$ cat src/rtl/move_pulse_gen.sv
// Move button conditioner: synchroniser, debouncer and single-cycle move strobe
// with optional hold-to-repeat.
module move_pulse_gen #(
  parameter bit BTN_ACTIVE_LOW  = 1'b1,
  parameter int DEBOUNCE_CYCLES = 500000,
  parameter bit REPEAT_EN       = 1'b0,
  parameter int REPEAT_DELAY    = 25000000,
  parameter int REPEAT_PERIOD   = 10000000
) (
  input  logic clk,
  input  logic rst,
  input  logic btn_in,
  output logic move,
  output logic pressed
);

  localparam int CW   = $clog2(DEBOUNCE_CYCLES + 1);
  localparam int TMAX = (REPEAT_DELAY > REPEAT_PERIOD) ?
                        REPEAT_DELAY : REPEAT_PERIOD;
  localparam int TW   = $clog2(TMAX + 1);

  localparam logic [CW-1:0] CNT_LAST = CW'(DEBOUNCE_CYCLES - 1);
  localparam logic [TW-1:0] DLY_LAST = TW'(REPEAT_DELAY - 1);
  localparam logic [TW-1:0] PER_LAST = TW'(REPEAT_PERIOD - 1);

  localparam logic [1:0] ST_IDLE  = 2'd0;
  localparam logic [1:0] ST_DELAY = 2'd1;
  localparam logic [1:0] ST_RPT   = 2'd2;

  logic          sync1_q, sync2_q;
  logic          s;
  logic          pressed_q, pressed_d;
  logic [CW-1:0] cnt_q, cnt_d;
  logic          rise;
  logic          move_q, move_d;
  logic [1:0]    state_q, state_d;
  logic [TW-1:0] t_q, t_d;

  assign s = sync2_q ^ BTN_ACTIVE_LOW;

  always_comb begin
    pressed_d = pressed_q;
    cnt_d     = '0;
    if (s != pressed_q) begin
      if (cnt_q == CNT_LAST) begin
        pressed_d = s;
      end else begin
        cnt_d = cnt_q + CW'(1);
      end
    end
    rise = pressed_d & ~pressed_q;
  end

  // Release on this edge overrides any pulse the timers would issue.
  always_comb begin
    state_d = state_q;
    t_d     = t_q;
    move_d  = 1'b0;
    if (!pressed_d) begin
      state_d = ST_IDLE;
      t_d     = '0;
    end else begin
      unique case (state_q)
        ST_IDLE: begin
          if (rise) begin
            move_d  = 1'b1;
            t_d     = '0;
            state_d = REPEAT_EN ? ST_DELAY : ST_IDLE;
          end
        end
        ST_DELAY: begin
          if (t_q == DLY_LAST) begin
            move_d  = 1'b1;
            t_d     = '0;
            state_d = ST_RPT;
          end else begin
            t_d = t_q + TW'(1);
          end
        end
        ST_RPT: begin
          if (t_q == PER_LAST) begin
            move_d = 1'b1;
            t_d    = '0;
          end else begin
            t_d = t_q + TW'(1);
          end
        end
        default: begin
          state_d = ST_IDLE;
          t_d     = '0;
        end
      endcase
    end
  end

  always_ff @(posedge clk) begin
    if (rst) begin
      sync1_q   <= BTN_ACTIVE_LOW;
      sync2_q   <= BTN_ACTIVE_LOW;
      pressed_q <= 1'b0;
      cnt_q     <= '0;
      move_q    <= 1'b0;
      state_q   <= ST_IDLE;
      t_q       <= '0;
    end else begin
      sync1_q   <= btn_in;
      sync2_q   <= sync1_q;
      pressed_q <= pressed_d;
      cnt_q     <= cnt_d;
      move_q    <= move_d;
      state_q   <= state_d;
      t_q       <= t_d;
    end
  end

  assign move    = move_q;
  assign pressed = pressed_q;

endmodule

$ cat config.mk
export PLATFORM = sky130hd
export DESIGN_NAME = move_pulse_gen
export DESIGN_NICKNAME = d
export VERILOG_FILES = /design/src/rtl/move_pulse_gen.sv
export SDC_FILE = /design/constraint.sdc
export NUM_CORES = 1
export LEC_CHECK = 0
export CORE_ASPECT_RATIO = 1.2
export CORE_MARGIN = 5
export CORE_UTILIZATION = 51
export CTS_CLUSTER_SIZE = 14
export DETAILED_ROUTE_END_ITERATION = 10
export HOLD_SLACK_MARGIN = 0.02
export PLACE_DENSITY = 0.69
export RECOVER_POWER = 50
export SKIP_CTS_REPAIR_TIMING = 1
export SYNTH_ARGS = -nofsm -noshare
export SYNTH_HDL_FRONTEND = slang
export SYNTH_SLANG_ARGS = --single-unit
$ cat constraint.sdc
create_clock -name clk -period 1.6 [get_ports clk]
set_clock_uncertainty 0.15 [all_clocks]
set_input_delay 0.32 -clock clk [delete_from_list [all_inputs] [get_ports clk]]
set_output_delay 0.32 -clock clk [all_outputs]
set_load 0.01 [all_outputs]
Yosys cells after proc, flatten, opt, wreduce, memory -nomap -nowiden

Cells that the tools add are included.
W data, S select, Z words.

Register bits after elaboration: 50
Input bits: 3

Add/sub/neg operators: 2
Equal/unequal tests: 8
Multiplexer cells: 13
Bitwise gates (word level): 6
Reduce and logical (&&, ||, !) cells: 4

Operator list:

| kind                    | count |
|---|---|
| $mux W25                | 3 |
| $pmux W25 S3            | 1 |
| $add A25 B1 Y25 const B | 1 |
| $eq A25 B24 Y1 const B  | 1 |
| $eq A25 B25 Y1 const B  | 1 |
| $add A19 B1 Y19 const B | 1 |
| $eq A19 B19 Y1 const B  | 1 |
| $pmux W2 S3             | 1 |
| $mux W1                 | 5 |
| $not A1 Y1              | 5 |
| $mux W2                 | 2 |
| $ne A2 B2 Y1 const B    | 2 |
| $pmux W1 S3             | 1 |
| $reduce_and A3 Y1       | 1 |
| $reduce_or A3 Y1        | 1 |
| $eq A2 B1 Y1 const B    | 1 |
| $eq A2 B2 Y1 const B    | 1 |
| $logic_not A2 Y1        | 1 |
| $reduce_or A2 Y1        | 1 |
| $and A1 B1 Y1           | 1 |
| $ne A1 B1 Y1            | 1 |

Longest topological paths before layout

Depth in word-level cells: 6
Mapped depth: 7
Depth with buffers taken out: 5

Least setup slack after synthesis

Ideal clock, no wire load.

Path kind: register to register
Start: reg cnt_q[0]
End: reg cnt_q[12]
Library setup time: 115 ps
Data arrival time: 1,510 ps
Required time: 1,335 ps
Slack: -174 ps
Stages on the path, launching flop included: 8
Period minus slack after synthesis: 1,774 ps
Path through: dfxtp_1 ha_1 nand3_1 nor2_1 a221o_1 buf_6 buf_8 nor2_1

Longest elaborated chain between the ends: 2
Elaborated cells between the ends (all ways): 3

Ends and longest elaborated chain:

| what                                                    | line | text |
|---|---|---|
| start, declared                                         | 33   | `logic [CW-1:0] cnt_q, cnt_d;` |
| start signal, assigned                                  | 109  | `cnt_q <= cnt_d;` |
| branches (longest 2 deep; another with $add A19 B1 Y19) | --   |  |

Parallel ways; which one is timed is not known.
A chain may end at the register's enable or synchronous reset.

Worst setup path after layout

Start: reg cnt_q[0]
End: reg cnt_q[9]

The elaborated chain is that of the path after synthesis.

==> impl_metrics.env <==
export IMPL_grt_pass1_vias=831
export IMPL_slew_headroom_pct=73.66
export IMPL_finalSetupViolations=5
export IMPL_min_period_ns=1.664
export IMPL_track_usage_pct=14.84
export IMPL_syn_avg_cell_area_um2=9.038
export IMPL_slowest_delay_ns=0.39
export IMPL_total_power_mw=0.8695
export IMPL_antennaDiodeCount=0
export IMPL_wl_per_cell_um=16.79
export IMPL_power_leakage_nw=0.4950
export IMPL_cts_sinks=23
export IMPL_startpoint_type="flip-flop"
export IMPL_drv_cap=0
export IMPL_synth_most_common_cell="dfxtp_1"
export IMPL_die_x_um=50.67
export IMPL_synth_seq_cells=23
export IMPL_clk_latency_ns=0.32
export IMPL_max_clock_freq_ghz=0.6010
export IMPL_synth_fp_nets=116
export IMPL_slew_viol_final=0
export IMPL_ir_worst_vdd_v=0.0004101
export IMPL_ys_types=23
export IMPL_synth_top_family_by_area="simple AND/OR/NAND/NOR gates"
export IMPL_crit_cells=5
export IMPL_cts_made_buffers=3
export IMPL_hold_path_class="flip-flop to flip-flop"
export IMPL_layout_setup_ws_ns=-0.06380
export IMPL_reg2reg_to="cnt_q[9]$_SDFF_PP0_"
export IMPL_synthTopCellsByCount="dfxtp_1, nor2_1, xnor2_1"
export IMPL_h_tree_depth=1
export IMPL_drt_pass1_iter_count=4
export IMPL_synth_compound_area_share_pct=4.203
export IMPL_vias_per_cell=5.933
export IMPL_reg2reg_from="cnt_q[0]$_SDFF_PP0_"
export IMPL_violations="setup timing"
export IMPL_initial_utilization_pct=54.08
export IMPL_muxShareOfSynthArea_pct=0
export IMPL_netlist_instances=112
export IMPL_route_antenna_remaining_nets=0
export IMPL_highest_signal_layer="met4"
export IMPL_synth_ff_type="dfxtp_1"
export IMPL_cts_tree="yes"
export IMPL_r2r_slack_ns=-0.06
export IMPL_netlist_area_leader_share_pct=45.49
export IMPL_instances_no_fill=164
export IMPL_drive_above_1_share_pct=48.97
export IMPL_timing_hold_ws_ns=0.2787
export IMPL_io_buffers=4
export IMPL_syn_to_final_growth_pct=48.70
export IMPL_grt_max_degree=13
export IMPL_pin_count=5
export IMPL_startpoint="cnt_q[0]$_SDFF_PP0_"
export IMPL_worstPathArrival_ns=1.74
export IMPL_power_density_mw_per_mm2=577.7
export IMPL_preCtsSetupSlack_ns=-0.008826
export IMPL_crit_type="flip-flop to flip-flop"
export IMPL_cp_slowest_cell="dfxtp_4"
export IMPL_hold_viol_final=0
export IMPL_rsz0062_at_grt="yes"
export IMPL_gr_total_overflow=0
export IMPL_async_flop_share_pct=0
export IMPL_wl_met1_mm=1.162
export IMPL_dpl_cell_area_mm2=0.001200
export IMPL_drt_iter0_markers=26
export IMPL_die_h_um=58.80
export IMPL_synth_fa_ha_area_share_pct=1.236
export IMPL_hpwl_mm=1.472
export IMPL_cp_end_kind="flip-flop"
export IMPL_fin_crit_sh_pct=104.0
export IMPL_synth_seq_area_share_pct=45.49
export IMPL_r2r_cells=5
export IMPL_synth_area_leaders="dfxtp_1, xnor2_1, nor2_1, nand4_1, nor4_1"
export IMPL_outcome="finished with violations"
export IMPL_clk_pin_slew_worst_paths_ns=0.12
export IMPL_synth_simple_gate_area_share_pct=31.64
export IMPL_path_cells="nand4_1 > buf_4 > nor3_1 > xnor2_1 > nor2_1"
export IMPL_gp_congestion=0.7735
export IMPL_cp_num_buf_inv=1
export IMPL_dp_cells=150
export IMPL_vias=973
export IMPL_synth_xor_area_share_pct=12.98
export IMPL_path_max_fanout=5
export IMPL_routed_wl_mm=2.754
export IMPL_tightest_slew_ns=0.3915
export IMPL_met2_length_mm=1.395
export IMPL_final_area_mm2=0.001505
export IMPL_yosys_area_top_type="dfxtp_1"
export IMPL_cp_endpoint="cnt_q[9]$_SDFF_PP0_"
export IMPL_crit_family="simple AND/OR/NAND/NOR gates"
export IMPL_cts_root_buf="clkbuf_4"
export IMPL_netlist_area_mm2=0.001012
export IMPL_drc=0
export IMPL_synth_warnings=0
export IMPL_worstPathRequired_ns=1.67
export IMPL_met3_length_um=129
export IMPL_dieArea_mm2=0.002979
export IMPL_core_mm2=0.001872
export IMPL_nets=150
export IMPL_grt_pass1_wl_mm=3.498
export IMPL_synth_edf_count=0
export IMPL_num_rows=17
export IMPL_antenna_found_initial=0
export IMPL_clockBufferDepth=2
==> layout make-up <==
type,instances,area [µm²]
flip-flops and latches,23,486.7
well taps,19,23.77
fillers,116,366.6
inverters,5,18.77
multi-input cells,82,680.7
repair buffers,31,269.0
clock buffers,4,26.28
==> worst min-delay path by stage <==
stage / start / end / slack [ns] / cells after the start
4_1_cts: sync1_q$_SDFF_PP1_ / sync2_q$_SDFF_PP1_ / 0.29 / 1
2_1_floorplan: sync1_q$_SDFF_PP1_ / sync2_q$_SDFF_PP1_ / 0.24 / 1
3_5_place_dp: sync1_q$_SDFF_PP1_ / sync2_q$_SDFF_PP1_ / 0.26 / 1
6_report: sync1_q$_SDFF_PP1_ / sync2_q$_SDFF_PP1_ / 0.28 / 1
3_3_place_gp: sync1_q$_SDFF_PP1_ / sync2_q$_SDFF_PP1_ / 0.25 / 1
5_1_grt: sync1_q$_SDFF_PP1_ / sync2_q$_SDFF_PP1_ / 0.31 / 1
==> cell families after synthesis <==
logic type / Yosys count
simple gates: 60
flops: 23
xor+xnor: 15
buf+inv: 7
compound gates: 6
fa+ha+maj: 1
==> routing by layer <==
| layer | vias to the layer above | GRT usage (%) |
|---|---|---|
| li1 | 461 | - |
| met1 | 474 | 19.01 |
| met2 | 31 | 24.29 |
| met3 | 7 | 2.532 |
| met4 | 0 | 6.204 |
| met5 | - | 0 |
==> layout by cell type (no fill, tap or decap), types with 2 or more instances in the layout <==
cell	Yosys	routed
nand4_1	7	7
nor4_2	1	3
a31o_2	2	2
nand3_4	0	2
dfxtp_2	0	9
nand3_1	5	4
nor2_2	0	5
clkbuf_4	0	3
buf_6	1	4
buf_4	0	21
nor2_1	20	12
xnor2_1	14	13
or2_2	3	2
nor3_1	6	6
nor2_4	0	3
clkbuf_1	0	2
nor4_1	6	2
nor4_4	0	2
nand2_1	6	6
dfxtp_4	0	4
dfxtp_1	23	10
inv_1	5	5
a21oi_2	0	2
nor4b_4	0	2
==> per-stage QoR <==
step	util [%]	setup TNS, ns
finish	80.41	-0.1745
global route	80.41	-0.9706
CTS	65.51	-0.3925
detailed placement	64.10	-0.01490
global placement	64.10	0
floorplan	-	0
==> flip-flops by register name, indices dropped and copies added (netlist names), named ones only <==
| signal | count |
|---|---|
| sync1_q | 1 |
| move | 1 |
| cnt_q | 19 |
| sync2_q | 1 |
==> power by group <==
| group | internal [mW] | switching [mW] | leakage, nW |
|---|---|---|---|
| sequential | 0.569 | 0.00216 | 0.194 |
| combinational | 0.0133 | 0.0107 | 0.286 |
| clock | 0.0977 | 0.177 | 0.0150 |
| total | 0.680 | 0.189 | 0.495 |
Power figures use the tool's default switching activity.
